$ cat config.mk
export PLATFORM = sky130hd
export DESIGN_NAME = rc4_stream_engine
export DESIGN_NICKNAME = d
export VERILOG_FILES = /design/src/rtl/rc4_stream_engine.sv
export SDC_FILE = /design/constraint.sdc
export NUM_CORES = 1
export LEC_CHECK = 0
export CORE_MARGIN = 10
export CORE_UTILIZATION = 54
export CTS_BUF_LIST = sky130_fd_sc_hd__clkbuf_4 sky130_fd_sc_hd__clkbuf_8 sky130_fd_sc_hd__clkbuf_16
export DETAILED_ROUTE_END_ITERATION = 8
export PLACE_DENSITY = 0.79
export REMOVE_ABC_BUFFERS = 1
export SYNTH_ARGS = -nofsm -noshare
export SYNTH_HDL_FRONTEND = slang
export SYNTH_SLANG_ARGS = --single-unit
$ cat constraint.sdc
create_clock -name clk -period 4.61 [get_ports clk]
set_input_delay 0.922 -clock clk [delete_from_list [all_inputs] [get_ports clk]]
set_output_delay 0.922 -clock clk [all_outputs]
set_load 0.01 [all_outputs]
$ cat src/rtl/rc4_stream_engine.sv
// RC4 keystream engine: owns the 256x8 S-box RAM port, runs init, key
// schedule and PRGA from one start pulse, streams OUT_LEN bytes out.
// Ports: clk/reset_n, start/key in, busy/done status, s_* single-port
// RAM (1-cycle read latency), ks_data/ks_valid/ks_ready keystream.
module rc4_stream_engine #(
  parameter int KEY_BYTES = 3,
  parameter int OUT_LEN   = 32
) (
  input  logic                   clk,
  input  logic                   reset_n,
  input  logic                   start,
  input  logic [KEY_BYTES*8-1:0] key,
  output logic                   busy,
  output logic                   done,
  output logic [7:0]             s_address,
  output logic [7:0]             s_data,
  output logic                   s_wren,
  output logic                   s_rden,
  input  logic [7:0]             s_q,
  output logic [7:0]             ks_data,
  output logic                   ks_valid,
  input  logic                   ks_ready
);

  localparam int KW = (KEY_BYTES > 1) ? $clog2(KEY_BYTES) : 1;

  typedef enum logic [3:0] {
    S_IDLE, S_INIT, S_INC, S_RDI, S_WTI, S_RDJ, S_WTJ,
    S_WRI, S_WRJ, S_RDF, S_WTF, S_OUT, S_DONE
  } state_t;

  state_t                 state_q, state_d;
  logic [7:0]             i_q, i_d;
  logic [7:0]             j_q, j_d;
  logic [7:0]             si_q, si_d;
  logic [7:0]             sj_q, sj_d;
  logic [KW-1:0]          kidx_q, kidx_d;
  logic [15:0]            cnt_q, cnt_d;
  logic [KEY_BYTES*8-1:0] key_q, key_d;
  logic                   prga_q, prga_d;
  logic                   busy_q, busy_d;
  logic                   done_q, done_d;
  logic [7:0]             ks_data_q, ks_data_d;
  logic                   ks_valid_q, ks_valid_d;

  logic [7:0] kbyte;
  logic [7:0] jn;

  // key byte 0 is the most significant byte of key
  always_comb begin
    kbyte = '0;
    for (int k = 0; k < KEY_BYTES; k++) begin
      if (kidx_q == KW'(k)) kbyte = key_q[(KEY_BYTES-1-k)*8 +: 8];
    end
  end

  // s_q holds S[i] during RDJ; key byte only mixes in during KSA
  always_comb jn = j_q + s_q + (prga_q ? 8'd0 : kbyte);

  always_comb begin
    state_d    = state_q;
    i_d        = i_q;
    j_d        = j_q;
    si_d       = si_q;
    sj_d       = sj_q;
    kidx_d     = kidx_q;
    cnt_d      = cnt_q;
    key_d      = key_q;
    prga_d     = prga_q;
    busy_d     = busy_q;
    done_d     = 1'b0;
    ks_data_d  = ks_data_q;
    ks_valid_d = ks_valid_q;
    unique case (state_q)
      S_IDLE: begin
        if (start) begin
          key_d   = key;
          busy_d  = 1'b1;
          i_d     = '0;
          j_d     = '0;
          cnt_d   = '0;
          prga_d  = 1'b0;
          state_d = S_INIT;
        end
      end
      S_INIT: begin
        i_d = i_q + 8'd1;
        if (i_q == 8'd255) begin
          j_d     = '0;
          kidx_d  = '0;
          state_d = S_RDI;
        end
      end
      S_INC: begin
        i_d     = i_q + 8'd1;
        state_d = S_RDI;
      end
      S_RDI: state_d = S_WTI;
      S_WTI: state_d = S_RDJ;
      S_RDJ: begin
        si_d    = s_q;
        j_d     = jn;
        state_d = S_WTJ;
      end
      S_WTJ: state_d = S_WRI;
      S_WRI: begin
        sj_d    = s_q;
        state_d = S_WRJ;
      end
      S_WRJ: begin
        if (prga_q) begin
          state_d = S_RDF;
        end else if (i_q == 8'd255) begin
          i_d     = '0;
          j_d     = '0;
          prga_d  = 1'b1;
          state_d = S_INC;
        end else begin
          i_d     = i_q + 8'd1;
          kidx_d  = (kidx_q == KW'(KEY_BYTES-1)) ? '0 : kidx_q + 1'b1;
          state_d = S_RDI;
        end
      end
      S_RDF: state_d = S_WTF;
      S_WTF: begin
        ks_data_d  = s_q;
        ks_valid_d = 1'b1;
        state_d    = S_OUT;
      end
      S_OUT: begin
        if (ks_ready) begin
          ks_valid_d = 1'b0;
          cnt_d      = cnt_q + 16'd1;
          if (cnt_q == 16'(OUT_LEN-1)) begin
            done_d  = 1'b1;
            busy_d  = 1'b0;
            state_d = S_DONE;
          end else begin
            state_d = S_INC;
          end
        end
      end
      S_DONE: state_d = S_IDLE;
      default: state_d = S_IDLE;
    endcase
  end

  // RAM port decode; forced idle while reset_n is low
  always_comb begin
    s_address = '0;
    s_data    = '0;
    s_wren    = 1'b0;
    s_rden    = 1'b0;
    if (reset_n) begin
      unique case (state_q)
        S_INIT: begin
          s_address = i_q;
          s_data    = i_q;
          s_wren    = 1'b1;
        end
        S_RDI: begin
          s_address = i_q;
          s_rden    = 1'b1;
        end
        S_RDJ: begin
          s_address = jn;
          s_rden    = 1'b1;
        end
        S_WRI: begin
          s_address = i_q;
          s_data    = s_q;
          s_wren    = 1'b1;
        end
        S_WRJ: begin
          s_address = j_q;
          s_data    = si_q;
          s_wren    = 1'b1;
        end
        S_RDF: begin
          s_address = si_q + sj_q;
          s_rden    = 1'b1;
        end
        default: ;
      endcase
    end
  end

  always_ff @(posedge clk) begin
    if (!reset_n) begin
      state_q    <= S_IDLE;
      i_q        <= '0;
      j_q        <= '0;
      si_q       <= '0;
      sj_q       <= '0;
      kidx_q     <= '0;
      cnt_q      <= '0;
      key_q      <= '0;
      prga_q     <= 1'b0;
      busy_q     <= 1'b0;
      done_q     <= 1'b0;
      ks_data_q  <= '0;
      ks_valid_q <= 1'b0;
    end else begin
      state_q    <= state_d;
      i_q        <= i_d;
      j_q        <= j_d;
      si_q       <= si_d;
      sj_q       <= sj_d;
      kidx_q     <= kidx_d;
      cnt_q      <= cnt_d;
      key_q      <= key_d;
      prga_q     <= prga_d;
      busy_q     <= busy_d;
      done_q     <= done_d;
      ks_data_q  <= ks_data_d;
      ks_valid_q <= ks_valid_d;
    end
  end

  assign busy     = busy_q;
  assign done     = done_q;
  assign ks_data  = ks_data_q;
  assign ks_valid = ks_valid_q;

endmodule

; After elaboration in Yosys (flattened, before gate mapping)
; Cells that the tools add are included.
[totals]
ff_bits = 90
in_bits = 36
output_inout_bits = 29
wordCells = 107
[op_classes]
add_sub_neg = 6
n_eq_ne = 21
n_mux = 45
reduce_logical = 22
[op_table]
columns = op, count
row1 = $mux W8, 11
row2 = $pmux W8 S4, 2
row3 = $pmux W4 S12, 1
row4 = $pmux W8 S3, 2
row5 = $mux W16, 2
row6 = $pmux W16 S2, 1
row7 = $add A8 B8 Y8, 3
row8 = $mux W4, 5
row9 = $add A16 B1 Y16 const B, 1
row10 = $eq A16 B5 Y1 const B, 1
row11 = $eq A4 B3 Y1 const B, 4
row12 = $eq A4 B4 Y1 const B, 4
row13 = $reduce_and A3 Y1, 5
row14 = $mux W1, 13
row15 = $ne A2 B2 Y1 const B, 6
row16 = $reduce_or A3 Y1, 3
row17 = $add A8 B1 Y8 const B, 1
row18 = $eq A4 B2 Y1 const B, 2
row19 = $eq A8 B8 Y1 const B, 1
row20 = $mux W2, 4
row21 = $reduce_and A4 Y1, 2
row22 = $reduce_bool A2 Y1, 4
row23 = $pmux W1 S2, 3
row24 = $reduce_and A2 Y1, 3
row25 = other kinds (10), 10

; Depth between registers and ports, before layout
[depth]
word_depth = 8
depth_mapped = 15
ltp_nobuf = 14

; Worst setup path after synthesis
; Ideal clock, no wire load.
[synth_timing]
path_type = register -> output
start = register kidx_q[0]
end = output port s_address[7]
arrival_time_ns = 3.000
required_time_ns = 3.688
path_slack_ns = 0.688
path_stages_with_launch = 16
path_buffers = 1
cell_sequence = dfxtp_1 buf_1 mux2i_1 nor2_1 a21oi_1 nor2_1 fa_1 ha_1 inv_1 fa_1 inv_1 a21o_1 a31o_2 a21oi_1 xnor2_1 o22ai_1
[synth_between]
elab_chain_cells = 8
word_cells_on_any_way = 10
cone_classes = add/sub: 1 / eq/ne: 2 / mux: 6 / reduce/logical: 1
[synth_rtl]
columns = element, line_no
row1 = from (decl), 37  ; logic [KW-1:0] kidx_q, kidx_d;
row2 = from (signal assigned), 209  ; kidx_q <= kidx_d;
row3 = $logic_not A2 Y1, 53  ; if (kidx_q == KW'(k)) kbyte = key_q[(KEY_BYTES-1-k)*8 +: 8];
row4 = $mux W8 (2 in series), 53
row5 = $mux W8 *, 53
row6 = $mux W8 *, 58  ; always_comb jn = j_q + s_q + (prga_q ? 8'd0 : kbyte);
row7 = $add A8 B8 Y8 *, 58
row8 = $pmux W8 S4 *, 155  ; unique case (state_q)
row9 = $mux W8 *, 154  ; if (reset_n) begin
row10 = to (decl), 15  ; output logic [7:0] s_address,
; Mark *: on every way between the ends. The rest lies on a longest branch, timed or not.

; Worst setup path in the final report
[layout_timing]
start = input port s_q[1]
end = output port s_address[7]
[layout_between]
elab_chain_cells = 4
[layout_rtl]
columns = element, line_no
row1 = from (decl), 19  ; input logic [7:0] s_q,
row2 = $add A8 B8 Y8 (2 in series), 58
row3 = $pmux W8 S4, 155
row4 = $mux W8, 154
; Every way passes these cells.

==> metrics.md <==
| Metric | Value |
|---|---|
| Result of the run | `completed` |
| Clock Pin Slew Worst Setup and Hold Paths | `0.09 ns` |
| Synth async-reset ratio | `0%` |
| Category of the critical setup timing path | `input port to primary output` |
| Hold crit path type | `flop to flop` |
| Skew final | `0.01144 ns` |
| Drc violations | `0` |
| Distinct cell type count after synthesis | `52` |
| Number of antenna violations at the first check in global routing | `0` |
| Largest stage delay on the critical path | `0.55 ns` |
| Fraction of the yosys area taken by sequential cells | `37.03%` |
| Wire length of the first global-routing pass | `22570 µm` |
| Worst slew pin tran | `1.117 ns` |
| Comb power frac | `19.6%` |
| Worst path required time | `3.69 ns` |
| Number of optimization iterations in the first detailed-route pass | `7` |
| Total overflow reported by the global router | `0` |
| Worst path arrival time | `3.60 ns` |
| Final cell count without fillers | `813` |
| Final max-slew violation count | `0` |
| Cell Int Power | `1224 µW` |
| Setup crit start kind | `input port` |
| Mean routed wirelength per cell | `16.65 µm` |
| Total placed cells including tap cells | `796` |
| Cell-by-cell trace of the critical path | `clkdlybuf4s50_1 > fa_1 > ha_1 > inv_1 > fa_1 > inv_1 > a21o_1 > a31o_2 > a21oi_2 > xnor2_1 > o22ai_1 > clkbuf_2` |
| Port-buffer cells | `64` |
| Synth warnings | `0` |
| Dominant synthesized flop cell | `dfxtp_1` |
| Total detailed-routing wirelength | `13540 µm` |
| VDD IR-drop max | `177.6 µV` |
| Number of nets at the end of the flow | `760` |
| Portion of the clock cycle consumed by the worst path in the final layout | `98.04%` |
| Core Footprint | `8763 µm²` |
| Die Y | `114.9 µm` |
| Ant diodes | `0` |
| Final setup fails | `0` |
| Final hold slack | `0.4584 ns` |
| Area of the mapped netlist | `4866 µm²` |
| Number of buffers on the longest clock path | `2` |
| Total number of clock tree sinks | `90` |
| Die area | `13210 µm²` |
| Tot GR Track Use | `20.66%` |
| Vias in the first global route | `4730` |
| Utilization after layout | `67.35%` |
| Min Clock Period, post-route | `4.520 ns` |
| Total design power | `1764 µW` |
| CTS Root Cell | `clkbuf_8` |
| Routability Congestion | `0.9194` |
| Most frequent standard cell in the layout excluding fill and tap cells | `nand2_1` |
| Reg power frac | `48.0%` |
| Power density over the cells | `299.0 nW/µm²` |
| Count of antenna-violating nets left after detailed routing | `0` |
| Total via count after detailed routing | `4799` |
| Cell count after synthesis | `628` |
| Insertion delay to the later sink of the worst-skew pair | `0.36 ns` |
| Capturing element type of the critical path | `primary output` |
| Final hold vios | `0` |
| Leakage component of the power | `0.002214 µW` |
| Total CTS buffers | `9` |
| Setup repair after global routing missed its margin | `false` |
| Post-synthesis sequential element count | `90` |
| Final HPWL from detailed placement | `9877 µm` |
| TNS Setup | `0 ns` |
| Achievable frequency | `0.2213 GHz` |
| Number of enable-type register cells in the synthesized netlist | `0` |
| Mean area per synthesized cell | `7.748 µm²` |
| Placement row count | `34` |
| Clock share of power | `32.4%` |
| Clock tree from TritonCTS | `yes` |
| Synth-to-layout area growth | `21.29%` |
| Max-cap violation count | `0` |
| Maximum fanout along the worst path | `2` |
| Fraction of final layout cells sized beyond drive strength 1 | `7.943%` |
| H-tree levels | `3` |
| Pin count of the biggest net entering global routing | `65` |
| Most frequent cells in the layout | `nand2_1, dfxtp_1, a21oi_1` |
| Die boundary width | `114.9 µm` |
| Cell at the slowest stage of the critical path | `fa_1` |
| Max_slew headroom | `25.52%` |
| I/O pin cnt | `65` |
| Fraction of power spent switching nets | `30.65%` |
| Net switching power | `540.8 µW` |
| Hold bufs inserted after CTS | `0` |
| Drt via density | `5.903` |
| Initial core utilization | `55.53%` |
| Drt initial violations | `358` |
worst paths after layout:
check / from / end / slack [ns] / cells after the start
min: key_q[8] / key_q[8] / 0.46 / 2
min reg2reg: key_q[8] / key_q[8] / 0.46 / 2
max: s_q[1] / s_address[7] / 0.09 / 12
max reg2reg: kidx_q[0] / j_q[7] / 1.65 / 14
cell type report:
class                   instances  area, µm²
inverters                      14      52.55
well taps                     108      135.1
multi-input cells             498       2902
clock buffers                  11      145.1
clock inverters                 5      60.06
repair buffers                 87      802.0
fillers                       753       2861
flip-flops and latches         90       1805
cell families after synthesis:
group | share of synthesized area (%)
compound gates | 17.41
xor+xnor | 6.300
fa+ha+maj | 7.560
buf+inv | 3.471
flops | 37.03
mux | 2.314
simple gates | 25.92
through the flow:
step                      instance area, µm²  worst slack, ns
after floorplan                         4750           0.8407
after global placement                  5690          -0.2398
after detailed placement                5690          -0.2635
after CTS                               5893         0.001799
after global routing                    5902          0.03122
final                                   5902          0.09036
power groups by stage:
stage                     sequential [µW]  clock, µW  combinational, µW
final                                 848        572                345
after floorplan                       853          0                211
after global placement                862          0                332
after CTS                             847        574                342
after detailed placement              865          0                341
after global routing                  853        605                383
metal layers:
metal / up-vias / global-route usage (%) / share of wire (%)
li1: 2305 / - / -
met1: 2249 / 25.23 / 42
met2: 204 / 34.50 / 48
met3: 41 / 4.531 / 7.4
met4: 0 / 8.251 / 3.0
met5: - / 0 / 0
sequential cells by signal, indices dropped and copies added (netlist names), 4 cells and up:
| register | flops |
|---|---|
| ks_data | 8 |
| state_q | 4 |
| si_q | 8 |
| i_q | 8 |
| j_q | 8 |
| sj_q | 8 |
| key_q | 24 |
| cnt_q | 16 |
synth_stat cells (2+ instances only):
| master | count | share of area, % |
|---|---|---|
| fa_1 | 9 | 3.7 |
| nor2b_1 | 8 | 1.0 |
| buf_1 | 2 | 0.15 |
| buf_6 | 2 | 0.46 |
| o22ai_1 | 3 | 0.39 |
| nor3_1 | 6 | 0.62 |
| a21oi_1 | 84 | 8.6 |
| nand3_1 | 8 | 0.82 |
| nor3_2 | 2 | 0.41 |
| nor2_1 | 77 | 5.9 |
| o21ai_1 | 3 | 0.31 |
| and3_1 | 9 | 1.2 |
| a222oi_1 | 8 | 1.6 |
| nand2b_1 | 4 | 0.51 |
| o21ai_0 | 16 | 1.6 |
| nor4_1 | 3 | 0.39 |
| nand4_1 | 12 | 1.5 |
| dfxtp_1 | 90 | 37 |
| xor2_1 | 20 | 3.6 |
| nand2_1 | 140 | 11 |
| mux2_2 | 2 | 0.46 |
| a31oi_1 | 6 | 0.77 |
| clkbuf_1 | 19 | 1.5 |
| a21o_1 | 3 | 0.46 |
| mux2i_1 | 9 | 1.9 |
| o21a_1 | 2 | 0.31 |
| ha_1 | 15 | 3.9 |
| a32oi_1 | 2 | 0.36 |
| buf_2 | 3 | 0.31 |
| inv_1 | 13 | 1.0 |
| a22oi_1 | 9 | 1.4 |
| nand3b_1 | 4 | 0.62 |
| a21oi_2 | 2 | 0.36 |
| xnor2_1 | 15 | 2.7 |
what timing repair did:
| action | 4_1_cts | 5_1_grt |
|---|---|---|
| setup endpoints to repair | 6 | 5 |
| gates resized for setup | 7 | 7 |
| buffers inserted | 0 | 0 |
worst max-delay path: cells and delay by family:
kind	cells	cell delay, ns
compound gates	4	0.62
fa+ha+maj	3	1.14
buf+inv	4	0.79
xor+xnor	1	0.14
Power figures use the tool's default switching activity.
